**config.mk**
```make
export PLATFORM = sky130hd
export DESIGN_NAME = muldiv_unit
export DESIGN_NICKNAME = d
export VERILOG_FILES = /design/src/rtl/muldiv_unit.sv
export SDC_FILE = /design/constraint.sdc
export NUM_CORES = 1
export LEC_CHECK = 0
export BUFFER_PORTS_ARGS = -buffer_cell sky130_fd_sc_hd__buf_2
export CELL_PAD_IN_SITES_DETAIL_PLACEMENT = 0
export CELL_PAD_IN_SITES_GLOBAL_PLACEMENT = 1
export CORE_ASPECT_RATIO = 1.1
export CORE_UTILIZATION = 49
export CTS_CLUSTER_DIAMETER = 200
export DETAILED_ROUTE_END_ITERATION = 8
export PLACE_DENSITY = 0.91
export SYNTH_ARGS = -nofsm -noshare
export SYNTH_HDL_FRONTEND = slang
export SYNTH_SLANG_ARGS = --single-unit
```
**constraint.sdc**
```tcl
create_clock -name clk -period 17.96 [get_ports clk]
set_input_delay 3.592 -clock clk [delete_from_list [all_inputs] [get_ports clk]]
set_output_delay 3.592 -clock clk [all_outputs]
set_load 0.01 [all_outputs]
```
**src/rtl/muldiv_unit.sv**
```systemverilog
`default_nettype none
// ============================================================================
// Module      : muldiv_unit
// Description : Iterative multiply/divide unit beside the execute-stage ALU.
//               It handles MULT/MULTU/DIV/DIVU into HI/LO and MTHI/MTLO
//               writes. Each operation takes one radix-2 step per cycle and
//               uses a start/busy/done handshake.
// Revision    : 1.0 - initial release
// ============================================================================
module muldiv_unit #(
  parameter int WIDTH = 32,
  parameter int CNT_W = $clog2(WIDTH + 1)
) (
  input  logic             clk,
  input  logic             rst,
  input  logic             start,
  input  logic [1:0]       op,
  input  logic [WIDTH-1:0] A,
  input  logic [WIDTH-1:0] B,
  input  logic             hi_we,
  input  logic             lo_we,
  input  logic [WIDTH-1:0] wdata,
  output logic             busy,
  output logic             done,
  output logic [WIDTH-1:0] hi,
  output logic [WIDTH-1:0] lo
);

  localparam logic [1:0] c_IDLE = 2'd0;
  localparam logic [1:0] c_RUN  = 2'd1;
  localparam logic [1:0] c_FIX  = 2'd2;

  localparam logic [1:0] c_OP_MULT  = 2'b00;

  localparam logic [CNT_W-1:0] c_LAST    = CNT_W'(WIDTH - 1);
  localparam logic [CNT_W-1:0] c_CNT_ONE = CNT_W'(1);
  localparam logic [WIDTH-1:0] c_ZERO    = {WIDTH{1'b0}};
  localparam logic [WIDTH-1:0] c_ONES    = {WIDTH{1'b1}};
  localparam logic [2*WIDTH-1:0] c_ZERO2 = {(2*WIDTH){1'b0}};

  logic [1:0]         r_state;
  logic [1:0]         r_op;
  logic               r_sa;
  logic               r_sb;
  logic [WIDTH-1:0]   r_a;
  logic [WIDTH-1:0]   r_b;
  logic [2*WIDTH-1:0] r_acc;
  logic [CNT_W-1:0]   r_cnt;
  logic               r_busy;
  logic               r_done;
  logic [WIDTH-1:0]   r_hi;
  logic [WIDTH-1:0]   r_lo;

  // Operand conditioning at acceptance. op[0]=0 marks the signed variants.
  logic             w_a_neg;
  logic             w_b_neg;
  logic [WIDTH-1:0] w_a_abs;
  logic [WIDTH-1:0] w_b_abs;

  assign w_a_neg = ~op[0] & A[WIDTH-1];
  assign w_b_neg = ~op[0] & B[WIDTH-1];
  assign w_a_abs = w_a_neg ? (c_ZERO - A) : A;
  assign w_b_abs = w_b_neg ? (c_ZERO - B) : B;

  // Multiply step: r_acc = {partial product, remaining multiplier bits}.
  // The sum keeps its carry and shifts right into the upper half.
  logic [WIDTH:0]     w_mul_sum;
  logic [2*WIDTH-1:0] w_mul_next;

  assign w_mul_sum  = {1'b0, r_acc[2*WIDTH-1:WIDTH]} +
                      (r_acc[0] ? {1'b0, r_a} : {1'b0, c_ZERO});
  assign w_mul_next = {w_mul_sum, r_acc[WIDTH-1:1]};

  // Restoring divide step: r_acc = {partial remainder, dividend/quotient}.
  // The shifted remainder needs WIDTH+1 bits because it can reach 2*B-1.
  logic [WIDTH:0]     w_rem_sh;
  logic [WIDTH:0]     w_diff;
  logic               w_ge;
  logic [2*WIDTH-1:0] w_div_next;

  assign w_rem_sh   = {r_acc[2*WIDTH-1:WIDTH], r_acc[WIDTH-1]};
  assign w_diff     = w_rem_sh - {1'b0, r_b};
  assign w_ge       = ~w_diff[WIDTH];
  assign w_div_next = {(w_ge ? w_diff[WIDTH-1:0] : w_rem_sh[WIDTH-1:0]),
                       r_acc[WIDTH-2:0], w_ge};

  // Sign correction and result selection, used in FIX.
  logic               w_prod_neg;
  logic [2*WIDTH-1:0] w_prod;
  logic               w_dsigned;
  logic [WIDTH-1:0]   w_quo;
  logic [WIDTH-1:0]   w_rem;
  logic [WIDTH-1:0]   w_quo_fix;
  logic [WIDTH-1:0]   w_rem_fix;
  logic               w_divz;
  logic [WIDTH-1:0]   w_a_orig;
  logic [WIDTH-1:0]   w_res_hi;
  logic [WIDTH-1:0]   w_res_lo;

  assign w_prod_neg = (r_op == c_OP_MULT) & (r_sa ^ r_sb);
  assign w_prod     = w_prod_neg ? (c_ZERO2 - r_acc) : r_acc;
  assign w_dsigned  = ~r_op[0];
  assign w_quo      = r_acc[WIDTH-1:0];
  assign w_rem      = r_acc[2*WIDTH-1:WIDTH];
  assign w_quo_fix  = (w_dsigned & (r_sa ^ r_sb)) ? (c_ZERO - w_quo) : w_quo;
  assign w_rem_fix  = (w_dsigned & r_sa) ? (c_ZERO - w_rem) : w_rem;
  assign w_divz     = (r_b == c_ZERO);
  // Negating |A| rebuilds A as sampled. The most-negative value maps to itself.
  assign w_a_orig   = r_sa ? (c_ZERO - r_a) : r_a;

  // Pick the HI/LO values that FIX writes for the latched operation.
  always_comb begin
    w_res_hi = w_prod[2*WIDTH-1:WIDTH];
    w_res_lo = w_prod[WIDTH-1:0];
    if (r_op[1]) begin
      if (w_divz) begin
        w_res_hi = w_a_orig;
        w_res_lo = c_ONES;
      end else begin
        w_res_hi = w_rem_fix;
        w_res_lo = w_quo_fix;
      end
    end
  end

  // Control FSM and iteration datapath.
  always_ff @(posedge clk or posedge rst) begin
    if (rst) begin
      r_state <= c_IDLE;
      r_op    <= 2'b00;
      r_sa    <= 1'b0;
      r_sb    <= 1'b0;
      r_a     <= c_ZERO;
      r_b     <= c_ZERO;
      r_acc   <= c_ZERO2;
      r_cnt   <= {CNT_W{1'b0}};
      r_busy  <= 1'b0;
      r_done  <= 1'b0;
    end else begin
      r_done <= 1'b0;
      case (r_state)
        c_IDLE: begin
          if (start) begin
            r_state <= c_RUN;
            r_busy  <= 1'b1;
            r_op    <= op;
            r_sa    <= w_a_neg;
            r_sb    <= w_b_neg;
            r_a     <= w_a_abs;
            r_b     <= w_b_abs;
            // Dividing loads the dividend. Multiplying loads the multiplier.
            r_acc   <= {c_ZERO, (op[1] ? w_a_abs : w_b_abs)};
            r_cnt   <= {CNT_W{1'b0}};
          end
        end
        c_RUN: begin
          r_acc <= r_op[1] ? w_div_next : w_mul_next;
          r_cnt <= r_cnt + c_CNT_ONE;
          if (r_cnt == c_LAST) begin
            r_state <= c_FIX;
          end
        end
        c_FIX: begin
          r_state <= c_IDLE;
          r_busy  <= 1'b0;
          r_done  <= 1'b1;
        end
        default: begin
          r_state <= c_IDLE;
          r_busy  <= 1'b0;
        end
      endcase
    end
  end

  // HI/LO registers: MTHI/MTLO writes land only in IDLE. The result lands at FIX.
  always_ff @(posedge clk or posedge rst) begin
    if (rst) begin
      r_hi <= c_ZERO;
      r_lo <= c_ZERO;
    end else if (r_state == c_FIX) begin
      r_hi <= w_res_hi;
      r_lo <= w_res_lo;
    end else if (r_state == c_IDLE) begin
      if (hi_we) begin
        r_hi <= wdata;
      end
      if (lo_we) begin
        r_lo <= wdata;
      end
    end
  end

  assign busy = r_busy;
  assign done = r_done;
  assign hi   = r_hi;
  assign lo   = r_lo;

endmodule
`default_nettype wire

```
==> flow_summary.json, run 1 <==
{
  "hold_end": "lo[21]$_DFFE_PP0P_",
  "syn_area_per_cell_um2": 7.83,
  "clock-root-buffer": "clkbuf_16",
  "cts_resized": 0,
  "ys_seq_elements": 206,
  "core_mm2": 0.0345,
  "synth_cells": 2212,
  "io_buffers": 168,
  "synth_flop_cell": "dfrtp_1",
  "grtUsageTotal": 0.331,
  "irDropWorstVdd_v": 0.000105,
  "reg2reg_to": "r_acc[61]$_DFFE_PP0P_",
  "worst_pin_slew_ps": 1240,
  "max_clock_freq_ghz": 0.157,
  "rsz0062_at_grt": "false",
  "worstSetupPathType": "input port to flip-flop",
  "cp-start-kind": "input port",
  "numClockSinks": 206,
  "hold_viol": 0,
  "arrival_ps": 6730,
  "rows": 71,
  "maxCapViolations": 0,
  "diodes": 0,
  "drc": 0,
  "start_util": 0.502,
  "reg2reg_slack_ps": 13410,
  "grt_max_degree": 113,
  "insertion_delay_ps": 550,
  "hpwl_um": 46800,
  "synth_seq_area_share": 0.298,
  "crit_slowest_cell": "nor4_1",
  "hp-start": "lo[21]$_DFFE_PP0P_",
  "gp_congestion": 0.966,
  "synthArstFlopShare": 1.00,
  "cp.required_ps": 18330,
  "post_drt_wl_per_cell_um": 22.2,
  "final_cells": 2732,
  "ctsHoldBuffers": 0,
  "grt_pass1_wl_um": 92500,
  "dieArea_mm2": 0.0361,
  "finClkSkew_ps": 21.3,
  "hold_path.class": "flip-flop to flip-flop",
  "critical_path.max_fanout": 6,
  "antenna_found_initial": 0,
  "drt_iter0_drc": 1779,
  "status": "completed",
  "grt_pass1_vias": 15800,
  "dp.cells": 2686,
  "clk_pin_slew_ps": 60,
  "final_nets": 2450,
  "cts_setup_buffers": 0,
  "p_leak_nw": 8.37,
  "overflow": 0,
  "htreeDepth": 1,
  "final_cell_mix": "287 x o21ai_0, 266 x nand2_1, 205 x dfrtp_1",
  "routed_via_density": 6.31,
  "synth_edf_count": 0,
  "dieHeight_um": 199,
  "slowest_delay_ps": 760,
  "final_common_cell": "o21ai_0",
  "setup_viol": 0,
  "die_w_um": 181,
  "ant_nets": 0,
  "synth.cell_area_mm2": 0.0173,
  "yosys_warnings": 0,
  "boundaryPins": 169,
  "tritoncts": "yes",
  "drive_gt1_frac": 0.114,
  "regToRegStartpoint": "r_acc[0]$_DFFE_PP0P_",
  "wl_um": 60600,
  "p_per_area_mw_per_mm2": 221,
  "area_growth_pct": 10.3,
  "yosysUniqueCellTypes": 82,
  "cts_made_buffers": 25,
  "drv_slew": 0,
  "cp_cell_sequence": "buf_2 > nor4_1 > nand4_1 > nor3_1 > nand3b_1 > nor4_1 > a31oi_1 > xnor2_1 > a21oi_1 > o21ai_0 > o21ai_0",
  "min_path_cells": 2,
  "rr_worst_depth": 15,
  "nFillCells": 3350,
  "clk_path_buf_depth": 3,
  "final_util": 0.554,
  "first_pass_iters": 6,
  "vias": 17200,
  "fin_tns_setup_ps": 0,
  "min_period_ps": 6360,
  "period_share": 0.354,
  "end_kind": "flip-flop",
  "maxSlewHeadroom": 0.169,
  "synthesis.nets": 2387
}
## power by group
group          leakage [nW]  internal [mW]  switching [mW]
Sequential             2.53          0.706           0.426
Clock                 0.398          0.290           0.212
Combinational          5.45           1.09            1.49
## sequential cells by signal, summed over array words and instances (netlist names)
name     count
lo          32
r_cnt        6
r_state      2
r_b         32
done         1
r_a         32
r_sa         1
r_op         2
r_acc       64
hi          32
r_sb         1
busy         1
## how the worst max path moves through the flow
stage / startpoint / endpoint / slack (ps)
floorplan: rst / busy$_DFFE_PP0P_ / 8740
global placement: A[3] / r_acc[27]$_DFFE_PP0P_ / 11190
detailed placement: A[3] / r_acc[27]$_DFFE_PP0P_ / 11180
CTS: A[3] / r_acc[27]$_DFFE_PP0P_ / 11740
global route: A[3] / r_acc[27]$_DFFE_PP0P_ / 11260
finish: A[3] / r_acc[27]$_DFFE_PP0P_ / 11600
## final cells by class
class / count / area [um^2] / share of cell area
Clock buffer: 36 / 747 / 0.0391
Clock inverter: 10 / 68.8 / 0.00360
Inverter: 68 / 263 / 0.0138
Multi-Input combinational cell: 1791 / 11400 / 0.595
Sequential cell: 206 / 5160 / 0.270
Tap cell: 438 / 548 / 0.0287
Timing Repair Buffer: 183 / 953 / 0.0499
## logic make-up after synthesis
family,count (synthesis),synth area share
DFF,206,0.298
xor gates and xnor gates,220,0.111
adders and majority gates,72,0.0529
AOI/OAI and AO/OA,736,0.257
muxes,77,0.0448
and+or+nand+nor,686,0.188
buffers and inverters,215,0.0484
## layer usage
metal	part of all wire	vias up	wire, um	GRT usage
met5	0	-	0	0
met4	0.037	0	2260	0.127
met3	0.069	114	4180	0.0299
met2	0.47	713	28300	0.546
met1	0.43	8350	25800	0.452
li1	-	8053	-	-
## worst max-delay path, delay by kind of cell
kind,cells,cell delay (ps)
buf+inv,1,130
simple gates,5,2220
xor+xnor,1,230
compound gates,4,570
## cells in the mapped netlist, types with 24 or more instances
master / count / area share
o21ai_0: 287 / 0.083
nand2_1: 267 / 0.058
nor4_1: 24 / 0.0087
inv_1: 67 / 0.015
o31ai_1: 25 / 0.011
and2_1: 37 / 0.013
dfrtp_1: 206 / 0.30
ha_1: 70 / 0.051
a21o_1: 34 / 0.015
mux2i_1: 73 / 0.042
nor2_1: 169 / 0.037
xnor2_1: 142 / 0.072
nor3_1: 26 / 0.0075
nand2b_1: 30 / 0.011
o211ai_1: 34 / 0.015
o22ai_1: 31 / 0.011
clkbuf_1: 126 / 0.027
a21oi_1: 168 / 0.049
a22oi_1: 24 / 0.010
xor2_1: 78 / 0.039
nand3_1: 28 / 0.0081
## metrics by stage
| step | setup WS (ps) | area [um^2] | total power, mW | hold WS [ps] |
|---|---|---|---|---|
| final | 11600 | 19100 | 4.21 | 482 |
| after global routing | 11260 | 19100 | 4.52 | 515 |
| after CTS | 11740 | 19100 | 4.17 | 487 |
| after detailed placement | 11180 | 18300 | 3.65 | 469 |
| after global placement | 11190 | 18300 | 3.60 | 459 |
| after floorplan | 8740 | 17300 | 2.89 | 448 |
No activity file was read; power rests on OpenSTA's default activity.
==> run 2: changes to the inputs <==
--- a/config.mk
+++ b/config.mk
@@ -9,10 +9,10 @@
 export CELL_PAD_IN_SITES_DETAIL_PLACEMENT = 0
 export CELL_PAD_IN_SITES_GLOBAL_PLACEMENT = 1
 export CORE_ASPECT_RATIO = 1.1
-export CORE_UTILIZATION = 49
+export CORE_UTILIZATION = 45
 export CTS_CLUSTER_DIAMETER = 200
 export DETAILED_ROUTE_END_ITERATION = 8
-export PLACE_DENSITY = 0.91
+export PLACE_DENSITY = 0.85
 export SYNTH_ARGS = -nofsm -noshare
 export SYNTH_HDL_FRONTEND = slang
 export SYNTH_SLANG_ARGS = --single-unit
==> constraint.sdc (replaced) <==
create_clock -name clk -period 6.4 [get_ports clk]
set_input_delay 1.28 -clock clk [delete_from_list [all_inputs] [get_ports clk]]
set_output_delay 1.28 -clock clk [all_outputs]
set_load 0.01 [all_outputs]
==> flow_summary.json, run 2 (synthesized netlist as in run 1, its figures left out) <==
{
  "status": "completed",
  "swShare": 0.505,
  "p_comb_frac": 0.615,
  "grt_max_degree": 132,
  "cp-start-kind": "flip-flop",
  "maxSlewHeadroom": 0.177,
  "cp_cell_sequence": "inv_1 > ha_1 > fa_1 > nand2b_1 > a21oi_1 > o41a_1 > a311o_1 > a21o_1 > a221oi_2 > nand2_1 > buf_4 > nor2_1 > a211oi_1 > a221o_1",
  "finalPower_mw": 11.9,
  "gp_congestion": 0.972,
  "first_pass_iters": 5,
  "power.switching_mw": 6.00,
  "clk_path_buf_depth": 3,
  "ant_nets": 0,
  "final_cells": 2796,
  "worst_pin_slew_ps": 1230,
  "final_common_cell": "o21ai_0",
  "min_period_ps": 4390,
  "crit_family": "compound AO/OA/AOI/OAI gates",
  "power.share.sequential": 0.263,
  "drive_gt1_frac": 0.115,
  "cts_made_buffers": 25,
  "core_mm2": 0.0380,
  "setup_viol": 0,
  "top_register": "r_acc",
  "drt_iter0_drc": 1636,
  "ctsHoldBuffers": 0,
  "post_drt_wl_per_cell_um": 22.3,
  "drc": 0,
  "max_clock_freq_ghz": 0.228,
  "slowest_delay_ps": 550,
  "cts_resized": 0,
  "insertion_delay_ps": 560,
  "critical_path.max_fanout": 17,
  "numClockSinks": 206,
  "largest_register_ffs": 64,
  "nFillCells": 3818,
  "reg2reg_slack_ps": 2010,
  "dieHeight_um": 208,
  "irDropWorstVdd_v": 0.000253,
  "holdWs_ps": 477,
  "antenna_found_initial": 2,
  "die_w_um": 189,
  "finClkSkew_ps": 30.8,
  "hold_path.class": "flip-flop to flip-flop",
  "cts_setup_buffers": 0,
  "multiInputGateArea_mm2": 0.0114,
  "worstSetupPathType": "flip-flop to flip-flop",
  "dieArea_mm2": 0.0393,
  "final_cell_mix": "287 x o21ai_0, 266 x nand2_1, 205 x dfrtp_1",
  "tritoncts": "yes",
  "p_leak_nw": 8.40,
  "place_area_mm2": 0.0184,
  "rsz0062_at_grt": "false",
  "routed_via_density": 6.04,
  "final_nets": 2452,
  "vias": 16900,
  "arrival_ps": 4810,
  "internal-power_mw": 5.89,
  "end_kind": "flip-flop",
  "drv_slew": 0,
  "htreeDepth": 1,
  "start_util": 0.456,
  "clk_pin_slew_ps": 60,
  "p_per_area_mw_per_mm2": 619,
  "period_share": 0.687,
  "area_growth_pct": 10.9,
  "dp.cells": 2750,
  "seq_area_mm2": 0.00516,
  "crit_slowest_cell": "nand2_1",
  "maxCapViolations": 0,
  "wl_um": 62300,
  "grtUsageTotal": 0.311,
  "overflow": 0,
  "hold_viol": 0,
  "grt_pass1_wl_um": 93900,
  "clock-root-buffer": "clkbuf_16",
  "worst-path-buf-inv": 2,
  "design_area_mm2": 0.0192,
  "fin_tns_setup_ps": 0,
  "rows": 75,
  "cp.required_ps": 6810,
  "boundaryPins": 169,
  "io_buffers": 168,
  "hpwl_um": 48600,
  "grt_pass1_vias": 15900,
  "clockPowerShare": 0.121
}
run 2: changes by cell type in the layout (fill, tap and decap cells not counted), sizes merged:
cell and delta:
buf +2, clkbuf -6, clkinv +5, inv -1, clkinvlp -1, diode +1, bufinv +2
run 2: layer usage:
layer	vias to the layer above	global-route usage	wire, um
met4	0	0.123	2430
met2	548	0.501	28700
li1	8063	-	-
met3	105	0.0494	3740
met5	-	0	0
met1	8180	0.416	27400
run 2: power by group through the flow:
| stage | clock network (mW) | logic, mW | registers, mW |
|---|---|---|---|
| after global placement | 0 | 7.09 | 3.09 |
| after global routing | 1.50 | 8.05 | 3.20 |
| after CTS | 1.45 | 7.24 | 3.10 |
| after detailed placement | 0 | 7.19 | 3.12 |
| final | 1.44 | 7.31 | 3.13 |
| after floorplan | 0 | 5.54 | 2.58 |
run 2: layout make-up:
class,instances,area share
Multi-Input combinational cell,1791,0.591
Sequential cell,206,0.269
Timing Repair Buffer,185,0.0511
Clock buffer,30,0.0356
Tap cell,500,0.0326
Inverter,68,0.0135
Clock inverter,15,0.00704
Antenna cell,1,0.000130
run 2: final timing paths:
| check | from | to | depth (start not counted) |
|---|---|---|---|
| worst max-delay path | r_acc[31]$_DFFE_PP0P_ | r_acc[39]$_DFFE_PP0P_ | 14 |
| worst min-delay path | r_cnt[5]$_DFFE_PP0P_ | r_cnt[5]$_DFFE_PP0P_ | 1 |
| worst max register to register | r_acc[31]$_DFFE_PP0P_ | r_acc[39]$_DFFE_PP0P_ | 14 |
| worst min register to register | r_cnt[5]$_DFFE_PP0P_ | r_cnt[5]$_DFFE_PP0P_ | 1 |
| max in group asynchronous | rst | r_acc[13]$_DFFE_PP0P_ | 3 |
| min in group asynchronous | rst | r_acc[60]$_DFFE_PP0P_ | 2 |
run 2: worst register-to-register path, stage by stage (launching register included):
cell,delay [ps]
dfrtp_1,520
inv_1,110
ha_1,180
fa_1,220
nand2b_1,150
a21oi_1,90
o41a_1,450
a311o_1,460
a21o_1,250
a221oi_2,420
nand2_1,550
buf_4,410
nor2_1,110
a211oi_1,60
a221o_1,290
run 2: stage by stage:
stage,util,setup WS (ps)
finish,0.505,2010
global route,0.505,1770
CTS,0.505,2060
detailed placement,0.484,1900
global placement,0.484,1930
floorplan,-,2450
==> run 3: changes to the inputs <==
--- a/config.mk
+++ b/config.mk
@@ -9,10 +9,10 @@
 export CELL_PAD_IN_SITES_DETAIL_PLACEMENT = 0
 export CELL_PAD_IN_SITES_GLOBAL_PLACEMENT = 1
 export CORE_ASPECT_RATIO = 1.1
-export CORE_UTILIZATION = 45
+export CORE_UTILIZATION = 41
 export CTS_CLUSTER_DIAMETER = 200
 export DETAILED_ROUTE_END_ITERATION = 8
-export PLACE_DENSITY = 0.85
+export PLACE_DENSITY = 0.82
 export SYNTH_ARGS = -nofsm -noshare
 export SYNTH_HDL_FRONTEND = slang
 export SYNTH_SLANG_ARGS = --single-unit
==> constraint.sdc (replaced) <==
create_clock -name clk -period 3.8 [get_ports clk]
set_input_delay 0.76 -clock clk [delete_from_list [all_inputs] [get_ports clk]]
set_output_delay 0.76 -clock clk [all_outputs]
set_load 0.01 [all_outputs]
==> flow_summary.json, run 3 (synthesized netlist as in run 1, its figures left out) <==
{
  "status": "completed",
  "die_w_um": 198,
  "numClockSinks": 206,
  "worstSetupPathType": "flip-flop to flip-flop",
  "dieArea_mm2": 0.0431,
  "antenna_found_initial": 0,
  "grt_pass1_vias": 16300,
  "cp-start-kind": "flip-flop",
  "clk_pin_slew_ps": 60,
  "grt_max_degree": 110,
  "start_util": 0.417,
  "wl_met2_um": 30600,
  "htreeDepth": 1,
  "boundaryPins": 169,
  "min_period_ps": 3570,
  "power.share.sequential": 0.236,
  "rr_worst_depth": 14,
  "vias": 17200,
  "maxCapViolations": 0,
  "drt_iter0_drc": 1634,
  "swShare": 0.503,
  "ant_nets": 0,
  "hold_path.class": "input port to asynchronous set/reset pin",
  "arrival_ps": 3980,
  "core_mm2": 0.0415,
  "ctsHoldBuffers": 0,
  "final_nets": 2520,
  "routed_via_density": 5.90,
  "dr.max_layer_used": "met4",
  "reg2reg_slack_ps": 230,
  "insertion_delay_ps": 540,
  "setup_viol": 0,
  "finClkSkew_ps": 22.0,
  "cts_made_buffers": 25,
  "overflow": 0,
  "largest_register_ffs": 64,
  "place_area_mm2": 0.0190,
  "hpwl_um": 51300,
  "fin_tns_setup_ps": 0,
  "p_per_area_mw_per_mm2": 1040,
  "clk_path_buf_depth": 3,
  "worst_pin_slew_ps": 1000,
  "cp.required_ps": 4210,
  "clock-root-buffer": "clkbuf_16",
  "power.switching_mw": 10.3,
  "grtUsageTotal": 0.298,
  "design_area_mm2": 0.0198,
  "end_kind": "flip-flop",
  "p_leak_nw": 8.72,
  "regToRegStartpoint": "r_acc[31]$_DFFE_PP0P_",
  "first_pass_iters": 8,
  "wl_um": 64900,
  "hold_viol": 0,
  "top_register": "r_acc",
  "reg2reg_to": "r_acc[39]$_DFFE_PP0P_",
  "post_drt_wl_per_cell_um": 22.2,
  "area_growth_pct": 14.3,
  "rsz0062_at_grt": "false",
  "wl_met3_um": 3530,
  "io_buffers": 168,
  "holdWs_ps": 369,
  "tritoncts": "yes",
  "p_comb_frac": 0.654,
  "drc": 0,
  "diodes": 0,
  "gp_congestion": 0.987,
  "drv_slew": 0,
  "dieHeight_um": 218,
  "drive_gt1_frac": 0.141,
  "final_common_cell": "o21ai_0",
  "clockPowerShare": 0.110,
  "maxSlewHeadroom": 0.330,
  "critical_path.max_fanout": 14,
  "max_clock_freq_ghz": 0.280,
  "irDropWorstVdd_v": 0.000441,
  "internal-power_mw": 10.2,
  "final_cell_mix": "287 x o21ai_0, 265 x nand2_1, 205 x dfrtp_1",
  "period_share": 0.940,
  "rows": 78,
  "grt_pass1_wl_um": 97600,
  "wl_met1_um": 28200
}
run 3: how the worst max path moves through the flow:
stage | endpoint | startpoint
after floorplan | busy$_DFFE_PP0P_ | rst
after global placement | r_acc[62]$_DFFE_PP0P_ | r_acc[0]$_DFFE_PP0P_
after detailed placement | r_acc[53]$_DFFE_PP0P_ | r_acc[32]$_DFFE_PP0P_
after CTS | r_acc[53]$_DFFE_PP0P_ | r_acc[32]$_DFFE_PP0P_
after global routing | r_acc[61]$_DFFE_PP0P_ | r_a[0]$_DFFE_PP0P_
final | r_acc[39]$_DFFE_PP0P_ | r_acc[31]$_DFFE_PP0P_
run 3: per-stage QoR:
stage          setup WS [ps]  utilization  instances  power (mW)
2_1_floorplan            368            -       2212        13.7
3_3_place_gp             181        0.458       2878        17.7
3_5_place_dp            88.6        0.458       2878        17.9
4_1_cts                 35.9        0.476       2920        20.3
5_1_grt                 15.6        0.477       2920        22.0
6_report                 230        0.477       2920        20.5
run 3: per-layer routing:
metal	up-vias	track usage
met5	-	0
li1	8186	-
met1	8379	0.403
met4	0	0.114
met2	562	0.490
met3	107	0.0298
run 3: final cells by class:
| type | count | area, um^2 |
|---|---|---|
| multi-input combinational | 1791 | 11400 |
| clock inverter | 10 | 61.3 |
| tap | 560 | 701 |
| inverter | 68 | 259 |
| sequential | 206 | 5160 |
| clock buffer | 32 | 692 |
| timing repair buffer | 253 | 1520 |
| fill | 4146 | 21700 |
run 3: power groups by stage:
stage / Combinational (mW) / Sequential (mW) / Clock (mW)
2_1_floorplan: 9.33 / 4.34 / 0
4_1_cts: 13.2 / 4.78 / 2.28
3_3_place_gp: 12.9 / 4.77 / 0
3_5_place_dp: 13.1 / 4.81 / 0
5_1_grt: 14.7 / 4.94 / 2.37
6_report: 13.4 / 4.84 / 2.26
run 3: timing repair:
action | in CTS | in global routing
gates resized for setup | 0 | 8
setup endpoints to repair | 0 | 29
buffers inserted | 0 | 0
run 3: worst max-delay path: stages, from the launching register on:
cell      delay, ps
dfrtp_1         370
inv_1            60
ha_1            180
fa_1            230
nand2b_1        150
a21oi_1         100
o41a_1          430
a311o_1         470
a21o_1          240
a221oi_4        340
nand2_2         190
buf_4           250
nor2_1          100
a211oi_1         50
a221o_1         270
